[src/rtl/mod_74x08_n_bist.sv]
// mod_74x08_n_bist: registered N-channel 2-input gate bank (AND/NAND/OR/XOR)
// with a built-in self-test that walks every channel through its truth table.

// One gate channel: selected 2-input function, optionally inverted by INJ.
module mod_74x08_n_bist_lane (
   input  logic       a,
   input  logic       b,
   input  logic [1:0] func,
   input  logic       inj,
   output logic       y_d
);
   // Gate function followed by the fault-injection inversion.
   always_comb begin
      y_d = 1'b0;
      case (func)
         2'b00:   y_d = a & b;
         2'b01:   y_d = ~(a & b);
         2'b10:   y_d = a | b;
         default: y_d = a ^ b;
      endcase
      y_d = y_d ^ inj;
   end
endmodule

module mod_74x08_n_bist #(
   parameter int CHANNELS = 4,
   parameter int FCW      = (CHANNELS > 1) ? $clog2(CHANNELS) : 1
) (
   input  logic                CLK,
   input  logic                RST_N,
   input  logic [CHANNELS-1:0] A,
   input  logic [CHANNELS-1:0] B,
   input  logic [1:0]          FUNC,
   input  logic [CHANNELS-1:0] INJ,
   input  logic                BIST_START,
   output logic [CHANNELS-1:0] Y,
   output logic                BIST_BUSY,
   output logic                BIST_DONE,
   output logic                BIST_PASS,
   output logic [FCW-1:0]      BIST_FAIL_CH
);
   typedef enum logic [1:0] {IDLE, APPLY, CHECK, DONE} state_t;

   state_t              state, state_nx;
   logic [1:0]          func_q, func_q_nx;
   logic [1:0]          combo, combo_nx;
   logic [FCW-1:0]      ch, ch_nx;
   logic                pass_nx;
   logic [FCW-1:0]      fail_ch_nx;
   logic                bist_act;
   logic [CHANNELS-1:0] oh, op_a, op_b, y_d;
   logic [1:0]          op_f;
   logic                exp_bit;

   function automatic logic gate_f(input logic [1:0] f, input logic a, input logic b);
      case (f)
         2'b00:   return a & b;
         2'b01:   return ~(a & b);
         2'b10:   return a | b;
         default: return a ^ b;
      endcase
   endfunction

   // Operand mux: BIST pattern on the channel under test, external pins otherwise.
   always_comb begin
      bist_act = (state == APPLY) || (state == CHECK);
      oh       = '0;
      oh[ch]   = 1'b1;
      op_a     = A;
      op_b     = B;
      op_f     = FUNC;
      if (bist_act) begin
         op_a = combo[1] ? oh : '0;
         op_b = combo[0] ? oh : '0;
         op_f = func_q;
      end
   end

   for (genvar i = 0; i < CHANNELS; i++) begin : g_lane
      mod_74x08_n_bist_lane u_lane (
         .a    (op_a[i]),
         .b    (op_b[i]),
         .func (op_f),
         .inj  (INJ[i]),
         .y_d  (y_d[i])
      );
   end

   // Sequencer next-state. Only the channel under test is judged, so a fault
   // is attributed to its own channel rather than to whichever run sees it first.
   always_comb begin
      state_nx   = state;
      func_q_nx  = func_q;
      combo_nx   = combo;
      ch_nx      = ch;
      pass_nx    = BIST_PASS;
      fail_ch_nx = BIST_FAIL_CH;
      exp_bit    = gate_f(func_q, combo[1], combo[0]);
      case (state)
         IDLE: begin
            if (BIST_START) begin
               func_q_nx = FUNC;
               ch_nx     = '0;
               combo_nx  = '0;
               state_nx  = APPLY;
            end
         end
         APPLY: state_nx = CHECK;
         CHECK: begin
            if (Y[ch] != exp_bit) begin
               fail_ch_nx = ch;
               pass_nx    = 1'b0;
               state_nx   = DONE;
            end else if (combo == 2'd3) begin
               if (ch == FCW'(CHANNELS - 1)) begin
                  pass_nx    = 1'b1;
                  fail_ch_nx = '0;
                  state_nx   = DONE;
               end else begin
                  ch_nx    = ch + FCW'(1);
                  combo_nx = '0;
                  state_nx = APPLY;
               end
            end else begin
               combo_nx = combo + 2'd1;
               state_nx = APPLY;
            end
         end
         default: state_nx = IDLE;
      endcase
   end

   // State, gate outputs and registered status decode.
   always_ff @(posedge CLK) begin
      if (!RST_N) begin
         state        <= IDLE;
         func_q       <= 2'b00;
         combo        <= '0;
         ch           <= '0;
         Y            <= '0;
         BIST_BUSY    <= 1'b0;
         BIST_DONE    <= 1'b0;
         BIST_PASS    <= 1'b0;
         BIST_FAIL_CH <= '0;
      end else begin
         state        <= state_nx;
         func_q       <= func_q_nx;
         combo        <= combo_nx;
         ch           <= ch_nx;
         Y            <= y_d;
         BIST_BUSY    <= (state_nx == APPLY) || (state_nx == CHECK);
         BIST_DONE    <= (state_nx == DONE);
         BIST_PASS    <= pass_nx;
         BIST_FAIL_CH <= fail_ch_nx;
      end
   end
endmodule

[config.mk]
export PLATFORM = sky130hd
export DESIGN_NAME = mod_74x08_n_bist
export DESIGN_NICKNAME = d
export VERILOG_FILES = /design/src/rtl/mod_74x08_n_bist.sv
export SDC_FILE = /design/constraint.sdc
export NUM_CORES = 1
export LEC_CHECK = 0
export CAP_MARGIN = 5
export CORE_ASPECT_RATIO = 0.6
export CORE_MARGIN = 2
export CORE_UTILIZATION = 52
export CTS_CLUSTER_DIAMETER = 60
export DETAILED_ROUTE_END_ITERATION = 8
export PLACE_DENSITY = 0.79
export SYNTH_ARGS = -nofsm -noshare
export SYNTH_HDL_FRONTEND = slang
export SYNTH_HIERARCHICAL = 1
export SYNTH_SLANG_ARGS = --single-unit
[constraint.sdc]
create_clock -name CLK -period 3.2 [get_ports CLK]
set_input_delay 0.48 -clock CLK [delete_from_list [all_inputs] [get_ports CLK]]
set_output_delay 0.48 -clock CLK [all_outputs]
set_load 0.05 [all_outputs]
# After elaboration in Yosys (flattened, before gate mapping)
# Cells that the tools add are included.
# word_totals
regBits	17
input_bits	17
out_inout_bits	9
wordCells	101
# classes
addsub	2
order_cmp	2
n_eq_ne	17
mux	34
bitwise_logic	24
n_reduce_logical	13
# op_table
operator	n
2-bit 2-to-1 mux	15
4-bit 2-to-1 mux	4
1-bit case mux with 3 select lines	5
2-bit equality test, second input constant	7
1-bit XOR	9
2-bit by 1-bit equality test with 1-bit output, second input constant	4
2-bit case mux with 2 select lines	2
2-bit logical NOT	3
2-bit inequality test, second input constant	3
2-bit case mux with 3 select lines	1
2-bit nonzero test	3
1-bit AND	5
1-bit 2-to-1 mux	5
1-bit NOT	5
1-bit bitwise OR	5
5-bit AND reduction	1
2-bit by 1-bit adder with 2-bit output, second input constant	2
4-bit AND reduction	1
2-bit by 3-bit less-than comparator with 1-bit output, second input constant	1
3-bit inequality test, second input constant	1
3-bit AND reduction	1
1-bit binary-select mux with 2-bit select	1
1-bit demux with 2-bit select	1
2-bit by 1-bit greater-or-equal comparator with 1-bit output, second input constant	1
5 further kinds	6

# Logic depth before layout (Yosys ltp)
# Gate-level depths: netlist (run 1).
# logic_depth
ltp_word	10
depth_mapped	12
depth_no_buf	10

# By module
# The synthesis (run 1) kept the hierarchy.
# by_module_without_submodules
mod	n_inst	cells_per_inst	area_per_inst_um2	seq_area_each_um2
mod_74x08_n_bist	1	123	1053.5	340.3
mod_74x08_n_bist_lane	4	15	96.3	0.0

# Worst setup path before layout (run 1)
# No wires, ideal clock.
# synth_timing
kind	reg-to-reg
startpoint	reg combo[0]
endpoint	reg BIST_BUSY
setup_ns	0.115
arrival_ns	2.605
required_ns	3.085
path_slack_ns	0.480
path_stages_with_launch	11
path_buffers	1
synth_period_minus_slack_ns	2.720
path_cell_list	dfxtp_1 > clkbuf_1 > inv_1 > ha_1 > inv_1 > mux4_2 > xnor2_2 > a2111oi_0 > nor2_1 > ha_1 > and2_1
# synth_via
elab_chain_cells	8
word_cells_on_any_way	13
classes_between	eq/ne (4); mux (4); bitwise (4); reduce/logical (1)
# synth_lines
element	line	rtl
start, declared	46	logic [1:0] combo, combo_nx;
start signal, assigned	148	combo <= combo_nx;
1-bit AND	57, 58	
1-bit NOT	58	2'b01: return ~(a & b);
1-bit case mux with 3 select lines	56	case (f)
1-bit inequality test	110	if (Y[ch] != exp_bit) begin
2-bit 2-to-1 mux *	110	
2-bit case mux with 3 select lines *	99	case (state)
net state_nx[1]	44	state_t state, state_nx;
2-bit by 1-bit equality test with 1-bit output or 2-bit equality test (tied branches)	151	BIST_BUSY <= (state_nx == APPLY) || (state_nx == CHECK);
1-bit logical OR *	151	
end signal, assigned	151	
end, declared	37	output logic BIST_BUSY,
# The timed path passes the listed nets; every way through them passes the cells marked *.
# A chain may end at the register's enable or synchronous reset.

# Worst setup path in the final report (run 1)
# Same ends and word-level chain as after synthesis.

==> results of run 1 <==
==> critical path, cell delays in order (launching register included) <==
cell       delay [ns]
dfxtp_1          0.51
inv_1            0.08
ha_1             0.30
inv_1            0.04
mux4_2           0.51
xnor2_2          0.24
a2111oi_0        0.58
nor2_1           0.10
ha_1             0.29
and2_1           0.16
==> routing by layer <==
layer | vias up | wire length [um]
met5 | - | 0
met2 | 28 | 1380
met1 | 592 | 1610
li1 | 667 | -
met3 | 5 | 163
met4 | 0 | 25
==> stage by stage <==
step	util	cells	hold slack (ns)	cell area [um2]
after global placement	0.666	233	0.464	1700
after detailed placement	0.666	233	0.477	1700
after global routing	0.683	237	0.507	1750
after CTS	0.683	237	0.485	1750
final	0.683	237	0.484	1750
after floorplan	-	183	0.458	1440
==> layout by cell type (no fill, tap or decap) <==
cell / Yosys / final
or4b_4: 1 / 1
a21oi_1: 1 / 1
nand2_1: 12 / 12
dfxtp_1: 17 / 17
or2_2: 1 / 1
nand4_1: 8 / 8
o21ai_0: 18 / 18
mux2i_1: 6 / 6
inv_1: 24 / 24
nor2_1: 7 / 7
or4_1: 4 / 4
clkbuf_8: 0 / 3
and2_1: 7 / 7
mux2_2: 2 / 2
nor2b_1: 8 / 8
or3_1: 4 / 4
a21boi_0: 2 / 2
nand3_1: 17 / 17
o221ai_1: 2 / 2
a2111oi_0: 1 / 1
and3_1: 1 / 1
ha_1: 20 / 20
clkdlybuf4s50_1: 0 / 25
clkbuf_1: 7 / 1
and2_2: 4 / 4
xnor2_2: 1 / 1
mux4_2: 2 / 2
nor3b_1: 2 / 2
and2_0: 4 / 4
==> cell families after synthesis <==
family	synth area share
AND/OR/NAND/NOR	0.314
buffers and inverters	0.0809
AO/OA/AOI/OAI	0.0948
adder cells (fa/ha/maj)	0.174
flip-flops	0.237
multiplexers	0.0887
XOR/XNOR	0.0113
==> registers in the layout, summed over array words and instances (netlist names) <==
name          count
BIST_BUSY         1
BIST_DONE         1
BIST_FAIL_CH      2
BIST_PASS         1
Y                 4
state             2
combo             2
ch                2
func_q            2
==> layout make-up <==
cell class | instances | area, um2
Tap cell | 32 | 40.0
Fill cell | 212 | 810
Sequential cell | 17 | 340
Inverter | 24 | 90.1
Timing Repair Buffer | 25 | 250
Clock buffer | 4 | 45.0
Multi-Input combinational cell | 135 | 982
==> worst max path at each step <==
stage	start	to	depth (start not counted)
2_1_floorplan	combo[0]	BIST_BUSY	10
3_3_place_gp	combo[0]	BIST_BUSY	9
3_5_place_dp	combo[0]	BIST_BUSY	9
4_1_cts	combo[0]	BIST_BUSY	9
5_1_grt	combo[0]	BIST_BUSY	9
6_report	combo[0]	BIST_BUSY	9
==> report_power, final <==
part	internal (mW)	total (mW)	switching [mW]
combinational	0.196	0.497	0.301
clock	0.0884	0.163	0.0743
sequential	0.244	0.266	0.0219
==> results_tabular.tex, run 1 <==
\begin{tabular}{lr}
\hline
Metric & Value \\
\hline
\multicolumn{2}{l}{\textbf{STA}} \\
Highest clock rate & roughly 340 MHz \\
Ratio of final minimum period to clock period & 0.910 \\
Actual transition at the worst max-transition pin & about 0.78 ns \\
Slew Viols, Final & 0 \\
Number of setup violations in the final report & 0 \\
Post-route minimum period & a little under 3 ns \\
Normalized max-slew margin & 0.481 \\
Worst clock skew on the final layout & about 0.0024 ns \\
Post-route setup slack & 0.288 ns \\
Setup repair after global routing missed its margin & no \\
Setup total negative slack & 0 ns \\
Number of hold violations in the final report & 0 \\
\multicolumn{2}{l}{\textbf{Placement}} \\
Final weighted congestion in routability-driven placement & between 0.7 and 0.8 \\
Worst-case setup slack after placement & roughly 0.32 ns \\
Final HPWL from detailed placement & between 2000 and 3000 um \\
Port buffer count & 25 \\
\multicolumn{2}{l}{\textbf{Global routing}} \\
Routing usage on met3 & 0.0446 \\
Grt total ovfl & 0 \\
Met1 demand-to-capacity share in global routing & 0.291 \\
Number of global-route vias before repair & roughly 1,200 \\
Routing usage on met2 & 0.361 \\
Largest net degree at the start of global routing & 26 \\
Antenna violations before repair & 0 \\
Global-route wire length before repair & between 5000 and 6000 um \\
Overall global routing resource usage & 0.215 \\
Most utilized layer in the global route result & met2 \\
\multicolumn{2}{l}{\textbf{Clock network}} \\
Clock tree sinks & 17 \\
Clock Path Buffers & 2 \\
Number of buffers added by the clock tree synthesis step & 3 \\
CTS H-tree lvls & 1 \\
Buffers inserted by post-CTS timing repair & 0 \\
Hold Buf Count CTS & 0 \\
Number of gates resized after cts & 0 \\
Clk Latency, worst-skew pair & around 0.25 ns \\
Cell at the root of the clock tree & clkbuf\_8 \\
Clock transition at path regs & around 0.060 ns \\
Clock tree from TritonCTS & yes \\
\multicolumn{2}{l}{\textbf{Synthesis}} \\
Flip-flop and latch count after synthesis & 17 \\
Most used standard cells in the synthesized netlist & inv\_1, ha\_1, o21ai\_0 \\
Library cells used by synthesis & 27 \\
Most used DFF post-synth & dfxtp\_1 \\
Sequential area share after synthesis & 0.237 \\
Most common cell in the synthesized netlist & inv\_1 \\
Syn\_area\_per\_cell & around 8 um2 \\
Largest area contributor in the netlist & dfxtp\_1 \\
Post-Syn Area & around 1400 um2 \\
Fraction of registers with async set/reset & 0 \\
YS warnings & 6 \\
Mapped Nets & 220 \\
Post-Syn Instances & 183 \\
Top cells by area in the synthesized netlist & dfxtp\_1, ha\_1, o21ai\_0 \\
Post-synth EDFFs & 0 \\
Share of Yosys cell area claimed by the top area cell type & 0.237 \\
\multicolumn{2}{l}{\textbf{Setup path}} \\
Highest net fanout along the worst path & 10 \\
Arrival time worst endpoint & 3.05 ns \\
Kind of start point of the critical path & flip-flop \\
Kind of end point of the critical path & flip-flop \\
Worst r2r path cells & 9 \\
WP data required & 3.34 ns \\
Worst R2R End & BIST\_BUSY \\
Origin of the critical flop-to-flop path & combo[0] \\
Setup CP Type & reg2reg \\
Worst reg-to-reg setup slack & 0.29 ns \\
\multicolumn{2}{l}{\textbf{Die}} \\
Width of the die & 71.9 um \\
Initial Utilization & 0.563 \\
Vertical die dimension & roughly 45 um \\
Die footprint & around 3200 um2 \\
Core Area & 2560 um2 \\
Count of pins on the block boundary & 26 \\
Number of rows in the core area & 14 \\
\multicolumn{2}{l}{\textbf{Worst hold path}} \\
Worst Min Path Start & BIST\_FAIL\_CH[1] \\
Worst hold path stage count & 2 \\
End point of the worst hold path & BIST\_FAIL\_CH[1] \\
Path type of the worst min-delay path & reg2reg \\
\multicolumn{2}{l}{\textbf{Power}} \\
Total design power & about 930 uW \\
Leak & 0.748 nW \\
Power per cell area & $\sim$530 nW/um2 \\
VDD IR-drop max & roughly 0.27 mV \\
\multicolumn{2}{l}{\textbf{Drt}} \\
Post-route DRC violation count & 0 \\
Routed vias & between 1,000 and 1,500 \\
Initial drt markers & between 40 and 50 \\
Vias per cell & 5.45 \\
Drt first pass iters & 4 \\
Number of routed nets with antenna violations & 0 \\
Routed length per placed instance & 13.4 um \\
Total Wirelength & around 3200 um \\
\multicolumn{2}{l}{\textbf{Cells and area}} \\
NumNets Final & 243 \\
Area growth from synthesis to final layout & 21.5\% \\
Ant diodes & 0 \\
Fraction of final layout cells with drive strength greater than 1 & 0.0683 \\
\multicolumn{2}{l}{\textbf{Flow run}} \\
\# Max-Cap Violations & 0 \\
\multicolumn{2}{l}{\textbf{Outcome}} \\
Run status & completed \\
\hline
\end{tabular}
Note: power is estimated with default switching activity, not from simulation.
==> run 2, diff against run 1 <==
CORE_UTILIZATION = 56   (was 52)
PLACE_DENSITY = 0.84   (was 0.79)
clock period = 3.75 ns   (was 3.2 ns; I/O delays follow)
==> results_tabular.tex, run 2 (same netlist as run 1, synthesis figures left out) <==
\begin{tabular}{lr}
\hline
Metric & Value \\
\hline
\multicolumn{2}{l}{\textbf{Drt}} \\
Post-route DRC violation count & 0 (unchanged) \\
Routed vias & 1,335 (+3.3\%) \\
Routed length per placed instance & 14.1 um (+5.5\%) \\
Initial drt markers & 108 (+130\%) \\
Number of routed nets with antenna violations & 0 (unchanged) \\
Vias per cell & 5.63 (+3.3\%) \\
Drt first pass iters & 4 (unchanged) \\
Total Wirelength & 3350 um (+5.5\%) \\
\multicolumn{2}{l}{\textbf{Clock network}} \\
Clock tree sinks & 17 (unchanged) \\
Clock Path Buffers & 2 (unchanged) \\
Number of buffers added by the clock tree synthesis step & 3 (unchanged) \\
CTS H-tree lvls & 1 (unchanged) \\
Number of gates resized after cts & 0 (unchanged) \\
Clk Latency, worst-skew pair & 0.25 ns (about the same) \\
Buffers inserted by post-CTS timing repair & 0 (unchanged) \\
Clock transition at path regs & 0.07 ns (about the same) \\
Cell at the root of the clock tree & clkbuf\_8 \\
Clock tree from TritonCTS & yes \\
Hold Buf Count CTS & 0 (unchanged) \\
\multicolumn{2}{l}{\textbf{STA}} \\
Setup repair after global routing missed its margin & no \\
Slew Viols, Final & 0 (unchanged) \\
Highest clock rate & 340 MHz (-0.93\%) \\
Hold Worst Slack & 0.478 ns (-0.00640 ns) \\
Post-route setup slack & 0.811 ns (+0.523 ns) \\
Number of hold violations in the final report & 0 (unchanged) \\
Actual transition at the worst max-transition pin & 0.804 ns (+0.0277 ns) \\
Post-route minimum period & 2.94 ns (+0.0272 ns) \\
Ratio of final minimum period to clock period & 0.784 (-0.126) \\
Worst clock skew on the final layout & 0.00476 ns (+0.00233 ns) \\
Number of setup violations in the final report & 0 (unchanged) \\
Normalized max-slew margin & 0.463 (-0.0186) \\
Setup total negative slack & 0 ns (unchanged) \\
\multicolumn{2}{l}{\textbf{Outcome}} \\
Run status & completed \\
\multicolumn{2}{l}{\textbf{Global routing}} \\
Global-route wire length before repair & 5680 um (+7.0\%) \\
Antenna violations before repair & 0 (unchanged) \\
Largest net degree at the start of global routing & 26 (unchanged) \\
Number of global-route vias before repair & 1,270 (+8.2\%) \\
Overall global routing resource usage & 0.240 (+0.0250) \\
Grt total ovfl & 0 (unchanged) \\
\multicolumn{2}{l}{\textbf{Power}} \\
Psw & 345 uW (-13\%) \\
VDD IR-drop max & 0.199 mV (-26\%) \\
Relative contribution of sequential cells to total power & 0.286 (about the same) \\
Power per cell area & 454 nW/um2 (-14\%) \\
Switching portion of total power & 0.434 (+0.00512) \\
Cell-internal power & 449 uW (-15\%) \\
Portion of total power attributed to the clock network & 0.173 (-0.003) \\
Logic gate share of total power & 0.541 (+0.004) \\
Leak & 0.750 nW (+0.36\%) \\
\multicolumn{2}{l}{\textbf{Placement}} \\
Worst-case setup slack after placement & 0.839 ns (+0.521 ns) \\
Placed Cells & 233 (unchanged) \\
Final HPWL from detailed placement & 2590 um (+3.4\%) \\
Final weighted congestion in routability-driven placement & 0.822 (+5.2\%) \\
Port buffer count & 25 (unchanged) \\
\multicolumn{2}{l}{\textbf{Worst hold path}} \\
Path type of the worst min-delay path & reg2reg \\
Worst hold path stage count & 2 (unchanged) \\
End point of the worst hold path & BIST\_FAIL\_CH[1] \\
Worst Min Path Start & BIST\_FAIL\_CH[1] \\
\multicolumn{2}{l}{\textbf{Setup path}} \\
Origin of the critical flop-to-flop path & combo[0] \\
Kind of end point of the critical path & flip-flop \\
WP data required & 3.90 ns (+0.56 ns) \\
Highest net fanout along the worst path & 10 (unchanged) \\
Worst reg-to-reg setup slack & 0.81 ns (+0.52 ns) \\
Arrival time worst endpoint & 3.09 ns (+0.04 ns) \\
Kind of start point of the critical path & flip-flop \\
Setup CP Type & reg2reg \\
Worst r2r path cells & 9 (unchanged) \\
Worst R2R End & BIST\_BUSY \\
\multicolumn{2}{l}{\textbf{Cells and area}} \\
Number of flip-flops under the largest register name & 4 (unchanged) \\
Final cell count without fillers & 237 (unchanged) \\
Layout Utilization & 0.708 (+0.0247) \\
Ant diodes & 0 (unchanged) \\
Fraction of final layout cells with drive strength greater than 1 & 0.0732 (+0.00488) \\
Highest-count cells in the layout ignoring fill and taps & clkdlybuf4s50\_1, inv\_1, ha\_1 \\
Top register by number of flip-flops & Y \\
Most frequent standard cell in the layout excluding fill and tap cells & clkdlybuf4s50\_1 \\
NumNets Final & 243 (unchanged) \\
Area growth from synthesis to final layout & 21.6\% (about the same) \\
\multicolumn{2}{l}{\textbf{Die}} \\
Count of pins on the block boundary & 26 (unchanged) \\
Core Area & 2470 um2 (-3.4\%) \\
Vertical die dimension & 43.3 um (-3.3\%) \\
Die footprint & 3000 um2 (-6.6\%) \\
Width of the die & 69.4 um (-3.4\%) \\
Initial Utilization & 0.583 (+0.0200) \\
Number of rows in the core area & 14 (unchanged) \\
\multicolumn{2}{l}{\textbf{Flow run}} \\
\# Max-Cap Violations & 0 (unchanged) \\
\hline
\end{tabular}
[run 2: cell count changes in the layout (fill, tap and decap cells not counted)]
cell,delta
clkbuf_1,-1
clkinv_2,+1
[run 2: area by class of cell]
class                           count  area [um2]
Clock buffer                        3        41.3
Clock inverter                      1        5.00
Fill cell                         205         721
Inverter                           24        90.1
Multi-Input combinational cell    135         982
Sequential cell                    17         340
Tap cell                           32        40.0
Timing Repair Buffer               25         250
[run 2: worst max-delay path, cell delays in order, from the launching register on]
cell	delay [ns]
dfxtp_1	0.52
inv_1	0.09
ha_1	0.31
inv_1	0.05
mux4_2	0.50
xnor2_2	0.23
a2111oi_0	0.60
nor2_1	0.09
ha_1	0.29
and2_1	0.15
[run 2: power by group through the flow]
| stage | clock [mW] | sequential, mW | combinational, mW |
|---|---|---|---|
| 2_1_floorplan | 0 | 0.292 | 0.243 |
| 3_3_place_gp | 0 | 0.229 | 0.399 |
| 3_5_place_dp | 0 | 0.231 | 0.426 |
| 4_1_cts | 0.140 | 0.227 | 0.427 |
| 5_1_grt | 0.150 | 0.230 | 0.471 |
| 6_report | 0.137 | 0.227 | 0.429 |
[run 2: routing by layer]
metal | share of wire | wire (um) | up-vias | GRT usage
li1 | - | - | 665 | -
met1 | 0.43 | 1450 | 604 | 0.301
met2 | 0.48 | 1590 | 58 | 0.431
met3 | 0.077 | 257 | 8 | 0.0475
met4 | 0.014 | 46 | 0 | 0.0549
met5 | 0 | 0 | - | 0
[run 2: stage by stage]
| step | cell area [um2] | total power [mW] |
|---|---|---|
| 3_5_place_dp | 1700 | 0.657 |
| 2_1_floorplan | 1440 | 0.534 |
| 3_3_place_gp | 1700 | 0.628 |
| 4_1_cts | 1750 | 0.795 |
| 6_report | 1750 | 0.794 |
| 5_1_grt | 1750 | 0.850 |
[run 2: worst max path at each step]
stage / end / cells past startpoint / startpoint / slack, ns
floorplan: BIST_BUSY / 10 / combo[0] / 1.03
global placement: BIST_BUSY / 9 / combo[0] / 1.02
detailed placement: BIST_BUSY / 9 / combo[0] / 0.84
CTS: BIST_BUSY / 9 / combo[0] / 0.84
global route: BIST_BUSY / 9 / combo[0] / 0.63
finish: BIST_BUSY / 9 / combo[0] / 0.81
